==> config.mk <==
export PLATFORM = sky130hd
export DESIGN_NAME = len_sched
export DESIGN_NICKNAME = d
export VERILOG_FILES = /design/src/rtl/len_sched.sv
export SDC_FILE = /design/constraint.sdc
export NUM_CORES = 1
export LEC_CHECK = 0
export BUFFER_PORTS_ARGS = -buffer_cell sky130_fd_sc_hd__buf_2
export CORE_AREA = 10 10 129 131
export CTS_BUF_LIST = sky130_fd_sc_hd__clkbuf_4 sky130_fd_sc_hd__clkbuf_8 sky130_fd_sc_hd__clkbuf_16
export CTS_CLUSTER_SIZE = 25
export DETAILED_ROUTE_END_ITERATION = 16
export DIE_AREA = 0 0 139 141
export PLACE_DENSITY = 0.77
export SYNTH_ARGS = -nofsm -noshare
export SYNTH_HDL_FRONTEND = slang
export SYNTH_SLANG_ARGS = --single-unit
export TNS_END_PERCENT = 1
==> constraint.sdc <==
create_clock -name clk -period 2.8 [get_ports clk]
set_clock_uncertainty 0.15 [all_clocks]
set_input_delay 0.28 -clock clk [delete_from_list [all_inputs] [get_ports clk]]
set_output_delay 0.28 -clock clk [all_outputs]
set_load 0.02 [all_outputs]
==> src/rtl/len_sched.sv <==
// len_sched: round-robin scheduler that shares one bit-length unit among N_REQ requesters.
module len_sched #(
    parameter int unsigned N_REQ     = 4,
    parameter int unsigned DW        = 64,
    parameter int unsigned LW        = 8,
    parameter int unsigned TO_CYCLES = 15
) (
    input  logic                clk,
    input  logic                rst,
    input  logic [N_REQ-1:0]    req,
    input  logic [N_REQ*DW-1:0] req_num,
    output logic [N_REQ-1:0]    ack,
    output logic [LW-1:0]       resp_len,
    output logic                resp_err,
    output logic                busy,
    output logic                md_start,
    output logic [DW-1:0]       md_num,
    input  logic [LW-1:0]       md_len,
    input  logic                md_end
);

    localparam int unsigned IW = (N_REQ > 1) ? $clog2(N_REQ) : 1;
    localparam int unsigned CW = 8;
    localparam logic [CW-1:0] TO_LAST = CW'(TO_CYCLES - 1);

    typedef enum logic [1:0] {
        S_IDLE  = 2'd0,
        S_ISSUE = 2'd1,
        S_WAIT  = 2'd2,
        S_RESP  = 2'd3
    } state_t;

    state_t state;
    state_t next_state;

    logic [IW-1:0]    rr_ptr;
    logic [IW-1:0]    rr_ptr_d;
    logic [IW-1:0]    idx;
    logic [IW-1:0]    idx_d;
    logic [IW-1:0]    gnt_idx;
    logic [IW-1:0]    scan_idx;
    logic             gnt_vld;
    logic [CW-1:0]    cnt;
    logic [CW-1:0]    cnt_d;
    logic             to_hit;
    logic [DW-1:0]    opnd_d;
    logic [N_REQ-1:0] ack_d;
    logic [LW-1:0]    resp_len_d;
    logic             resp_err_d;
    logic             busy_d;
    logic             md_start_d;
    logic [DW-1:0]    num_arr [N_REQ];

    // The unit has had TO_CYCLES WAIT cycles once this cycle also passes without md_end
    assign to_hit = (cnt == TO_LAST);

    // Split the flat operand bus into per-requester words
    always_comb begin
        for (int unsigned i = 0; i < N_REQ; i++) begin
            num_arr[i] = req_num[i*DW +: DW];
        end
    end

    // Round-robin pick: first pending requester at or after rr_ptr
    always_comb begin
        gnt_vld  = 1'b0;
        gnt_idx  = '0;
        scan_idx = '0;
        for (int unsigned i = 0; i < N_REQ; i++) begin
            scan_idx = IW'((32'(rr_ptr) + i) % N_REQ);
            if (!gnt_vld && req[scan_idx]) begin
                gnt_vld = 1'b1;
                gnt_idx = scan_idx;
            end
        end
    end

    // State register
    always_ff @(posedge clk) begin
        if (rst) begin
            state <= S_IDLE;
        end else begin
            state <= next_state;
        end
    end

    // Next-state decode; md_end only matters in WAIT, where it beats the timeout
    always_comb begin
        next_state = state;
        case (state)
            S_IDLE:  if (gnt_vld) next_state = S_ISSUE;
            S_ISSUE: next_state = S_WAIT;
            S_WAIT:  if (md_end || to_hit) next_state = S_RESP;
            S_RESP:  next_state = S_IDLE;
            default: next_state = S_IDLE;
        endcase
    end

    // Next values for the output and datapath registers
    always_comb begin
        ack_d      = '0;
        resp_len_d = '0;
        resp_err_d = 1'b0;
        busy_d     = (next_state != S_IDLE);
        md_start_d = (next_state == S_ISSUE);
        idx_d      = idx;
        opnd_d     = md_num;
        rr_ptr_d   = rr_ptr;
        cnt_d      = cnt;
        case (state)
            S_IDLE: begin
                if (gnt_vld) begin
                    idx_d  = gnt_idx;
                    opnd_d = num_arr[gnt_idx];
                end
            end
            S_ISSUE: begin
                cnt_d = '0;
            end
            S_WAIT: begin
                if (md_end) begin
                    resp_len_d = md_len;
                end else begin
                    cnt_d = cnt + CW'(1);
                    if (to_hit) resp_err_d = 1'b1;
                end
                if (next_state == S_RESP) ack_d = N_REQ'(1) << idx;
            end
            S_RESP: begin
                if (idx == IW'(N_REQ - 1)) rr_ptr_d = '0;
                else                       rr_ptr_d = idx + IW'(1);
            end
            default: begin
                cnt_d = '0;
            end
        endcase
    end

    // Output and datapath registers
    always_ff @(posedge clk) begin
        if (rst) begin
            ack      <= '0;
            resp_len <= '0;
            resp_err <= 1'b0;
            busy     <= 1'b0;
            md_start <= 1'b0;
            md_num   <= '0;
            idx      <= '0;
            rr_ptr   <= '0;
            cnt      <= '0;
        end else begin
            ack      <= ack_d;
            resp_len <= resp_len_d;
            resp_err <= resp_err_d;
            busy     <= busy_d;
            md_start <= md_start_d;
            md_num   <= opnd_d;
            idx      <= idx_d;
            rr_ptr   <= rr_ptr_d;
            cnt      <= cnt_d;
        end
    end

endmodule

## Word-level counts from Yosys, hierarchy flattened

Index checks and enable logic that the tools add are counted.
W data, S select, Z words.

| cells by class | value |
|---|---|
| $add $sub $neg | 5 |
| order comparisons | 5 |
| equality and inequality tests | 8 |
| shift-type cells | 1 |
| mux-type cells | 26 |
| bitwise logic cells | 4 |
| reductions and logical operators | 15 |

Operators by type and width:

| cell | number |
|---|---|
| $bmux W64 S2 | 1 |
| $mux W64 | 2 |
| $pmux W8 S2 | 1 |
| $mux W2 | 7 |
| $lt A2 B3 Y1 const B | 4 |
| $mux W1 | 9 |
| $reduce_or A3 Y1 | 3 |
| $add A8 B1 Y8 const B | 1 |
| $bmux W1 S2 | 4 |
| $eq A2 B2 Y1 const B | 4 |
| $eq A8 B4 Y1 const B | 1 |
| $mux W8 | 1 |
| $pmux W2 S4 | 1 |
| $add A2 B1 Y2 const B | 2 |
| $add A2 B2 Y2 const B | 2 |
| $eq A2 B1 Y1 const B | 2 |
| $reduce_and A2 Y1 | 2 |
| $reduce_bool A2 Y1 | 2 |
| $shl A1 B2 Y4 const A | 1 |
| $ge A3 B3 Y1 const B | 1 |
| $logic_and A1 B1 Y1 | 3 |
| $logic_not A1 Y1 | 3 |
| $not A1 Y1 | 3 |
| $not A2 Y3 | 1 |
| 3 further kinds | 3 |

| storage, ports and cells | value |
|---|---|
| bits in registers | 93 |
| input port bits | 271 |

## Depth between registers and ports, before layout

| logic depth | value |
|---|---|
| word-level depth | 17 |
| mapped depth | 8 |

## Least setup slack after synthesis

Ideal clock, no wire load.

| path | value |
|---|---|
| path kind | register -> register |
| start | reg rr_ptr[1] |
| end | reg md_num[32] |
| setup time | 116 ps |
| arrival time | 1,783 ps |
| data required time | 2,534 ps |
| slack | 751 ps |
| stages on the path, launching flop included | 8 |
| path buffers | 2 |
| period minus slack after synthesis | 2,049 ps |
| path through | dfxtp_1 > mux2i_1 > nor2_1 > nor3_2 > buf_4 > buf_2 > mux2_1 > o211a_1 |

| on the way | value |
|---|---|
| longest elaborated chain between the ends | 16 |
| elaborated cells on any way between the ends | 30 |
| those cells by class | 3 x add/sub; 19 x mux; 1 x bitwise; 7 x reduce/logical |

RTL lines:

| what | line | source |
|---|---|---|
| from (decl) | 36 | `logic [IW-1:0] rr_ptr;` |
| from (signal assigned) | 159 | `rr_ptr <= rr_ptr_d;` |
| parallel branches: the longest is 16 deep, another holds $add A2 B1 Y2 | -- |  |
| to (signal assigned) | 157 | `md_num <= opnd_d;` |
| to (decl) | 17 | `output logic [DW-1:0] md_num,` |

Several ways; the timed one is not identified. The select of a mux whose other input is x is not followed.
A chain may end at the register's enable or synchronous reset.

## Final worst setup path

| path | value |
|---|---|
| start | reg rr_ptr[1] |
| end | reg md_num[3] |

Same word-level chain as after synthesis.

==> run_results.csv <==
group,metric,value,unit
routing,vias,6306,
critical_path,critical_path.slowest_cell,"dfxtp_1",
grt,antenna_found_initial,1,
routing,drt_iter0_drc,357,
grt,grt_pass1_vias,6456,
timing,slew_viol_final,0,
die,fp.dieArea,0.01960,mm^2
critical_path,required,2890,ps
placement,port-buffer-count,349,
die,initial_core_util,0.4043,
power,p_comb_frac,0.511,
synthesis,yosys_warnings,0,
finish,drive_gt1_frac,0.4516,
timing,fin_ws,423.2,ps
timing,setup_viol,0,
power,power_frac_seq,0.303,
critical_path,cp_cell_sequence,"mux2i_1 > nor2_4 > nor3_4 > buf_12 > mux2_2 > o211a_1",
clocking,ctsHtreeMaxLevel,3,
power,p_int,0.003774,W
routing,drc,0,
synthesis,syn-cell-area,0.005743,mm^2
timing,rsz0062_at_grt,"false",
hold_path,hold_path_class,"in2reg",
placement,dp_slack,445.9,ps
grt,track_usage,0.2180,
clocking,cts_buffers,9,
finish,area_delta_synth_final,38.67,%
finish,design_area,0.007964,mm^2
synthesis,syn_nets,898,
finish,fillers,1285,
power,finalPower,0.006608,W
power,switchingPower,0.002834,W
synthesis,synth.distinct_cells,46,
synthesis,yosys.area.top_type,"dfxtp_1",
synthesis,avgSynthCellArea,9.278,um^2
synthesis,synth-seq-area-share,0.3242,
placement,dpl-instance-area,0.007584,mm^2
die,dieHeight,141,um
synthesis,postSynthCellCount,619,
finish,nNetsFinal,1215,
clocking,cts_tree,"built",
critical_path,critPathKind,"reg2reg",
synthesis,synth_top_area_frac,0.3242,
critical_path,critPathMaxFanout,49,
grt,grt_max_degree,50,
clocking,cts_buffer_depth,2,
finish,fin_cells,1126,
die,die_w,139,um
run,max_cap_viol_count,0,
synthesis,yosys-top-cells-area,"dfxtp_1 32%, mux2i_1 8.7%, o211a_1 6.3%",
critical_path,critPathBufInv,1,
die,ioPinCount,350,
timing,finalSetupTns,0,ps
timing,tightest_slew,696.0,ps
run_status,outcome,"completed",
grt,grt_remaining_overflow,0,
routing,via_per_inst,5.600,
die,rows,44,
clocking,clk_pin_slew,70,ps
power,clockPowerShare,0.187,
clocking,cts_root_buffer,"clkbuf_16",
power,power_density,829.7,mW/mm^2
clocking,cts_hold_buf,8,
placement,place_congestion,0.8632,
power,netSwitchingFraction,0.4288,
timing,relSlewSlack,0.5360,
grt,grt_pass1_wl,35.12,mm
timing,fin_crit,2377,ps
routing,ant_nets,0,
placement,dp.cells,1101,
timing,hold_viol_final,0,
critical_path,critPathTopFamily,"multiplexers",
routing,avgRoutedWirePerCell,20.41,um
critical_path,crit_arrival,2470,ps
timing,fin_crit_sh,0.8488,
critical_path,end_kind,"flop",
routing,drt-total-wl,22.98,mm
power,leakagePower,3.905,nW
clocking,postCtsSetupBuffers,0,
clocking,numClockSinks,93,
critical_path,cpPeakStageDelay,460,ps
die,core-area,0.01420,mm^2
routing,first_pass_iters,5,
clocking,clock_latency,350,ps
power,ir_worst_vdd,580.9,uV
placement,dp_hpwl,17.40,mm
synthesis,synth_seq_cells,93,
critical_path,cp-start-kind,"flop",
timing,max_freq,420.7,MHz
clocking,cts-resized-gates,0,
tightest hold or removal path, cell delays in order:
cell      delay, ps
buf_2            70
mux2i_1          50
o221ai_1        150
logic make-up after synthesis:
kind of cell / after synthesis / synth area share
multiplexers: 88 / 0.1617
buffers and inverters: 76 / 0.06383
AO/OA/AOI/OAI: 173 / 0.2425
flip-flops: 93 / 0.3242
XOR/XNOR: 2 / 0.003051
AND/OR/NAND/NOR: 179 / 0.1874
adder cells (fa/ha/maj): 8 / 0.01743
sequential cells by signal, indices dropped and copies added (netlist names):
register	flops
md_num	64
cnt	8
resp_len	8
ack	4
idx	2
rr_ptr	2
state	2
busy	1
md_start	1
resp_err	1
stage by stage:
stage,util,hold slack [ps]
finish,0.5607,90.62
global route,0.5607,97.98
CTS,0.5605,75.73
detailed placement,0.5339,332.8
global placement,0.5339,323.9
floorplan,-,251.7
synth_stat cells (all sizes together):
master,n
nor4,3
nand3,7
dfxtp,93
inv,8
ha,8
nand2,8
nor3,5
o31ai,46
or4b,1
a21oi,7
o211a,36
nand3b,29
nand4,46
a31oi,36
mux2,38
nand2b,40
o21a,1
a21bo,9
o21bai,1
a22oi,1
and2,10
and3,1
or2,2
a21o,2
clkbuf,22
nor2,23
o21ai,4
or4,1
nor2b,3
a311o,1
o221ai,28
buf,46
mux2i,50
a211o,1
xor2,2
cell type report:
type,instances,area (um^2),area share
multi-input combinational,450,3550,0.4457
inverter,8,30.03,0.003771
antenna,1,2.502,0.0003142
timing repair buffer,374,1992,0.2501
clock buffer,10,239.0,0.03001
clock inverter,6,58.81,0.007384
tap,184,230.2,0.02891
sequential,93,1862,0.2338
power by group through the flow:
stage / Combinational [W] / Sequential (W) / Clock (W)
global route: 0.00365 / 0.00205 / 0.00130
detailed placement: 0.00339 / 0.00202 / 0
CTS: 0.00341 / 0.00200 / 0.00127
global placement: 0.00334 / 0.00201 / 0
finish: 0.00337 / 0.00200 / 0.00123
floorplan: 0.00175 / 0.00252 / 0
per-layer routing:
layer  share of wire  GRT usage  vias to the layer above  routed length, um
met5               0          0                        -                  0
met4           0.025    0.07798                        0                581
met3           0.084    0.06315                       40               1922
met2            0.50     0.3785                      321              11410
met1            0.39     0.2494                     2921               9066
li1                -          -                     3024                  -
final timing paths:
path / from / end / slack (ps) / depth (start not counted)
worst min-delay path: req_num[142] / md_num[14] / 90 / 3
worst min register to register: md_num[52] / md_num[52] / 350 / 2
worst max register to register: rr_ptr[1] / md_num[3] / 420 / 6
worst max-delay path: rr_ptr[1] / md_num[3] / 420 / 6
layout by cell type, fill, tap and decap left out, types with 10 or more instances in the layout:
cell and n:
mux2_1 12, mux2_2 26, nand4_1 46, a31oi_1 36, dfxtp_1 93, buf_4 14
nor2_1 21, nand2b_1 39, and2_1 10, mux2i_1 50, o221ai_1 28, buf_2 349
o211a_1 36, nand3b_1 29, o31ai_1 46
Note: power is estimated with default switching activity, not from simulation.
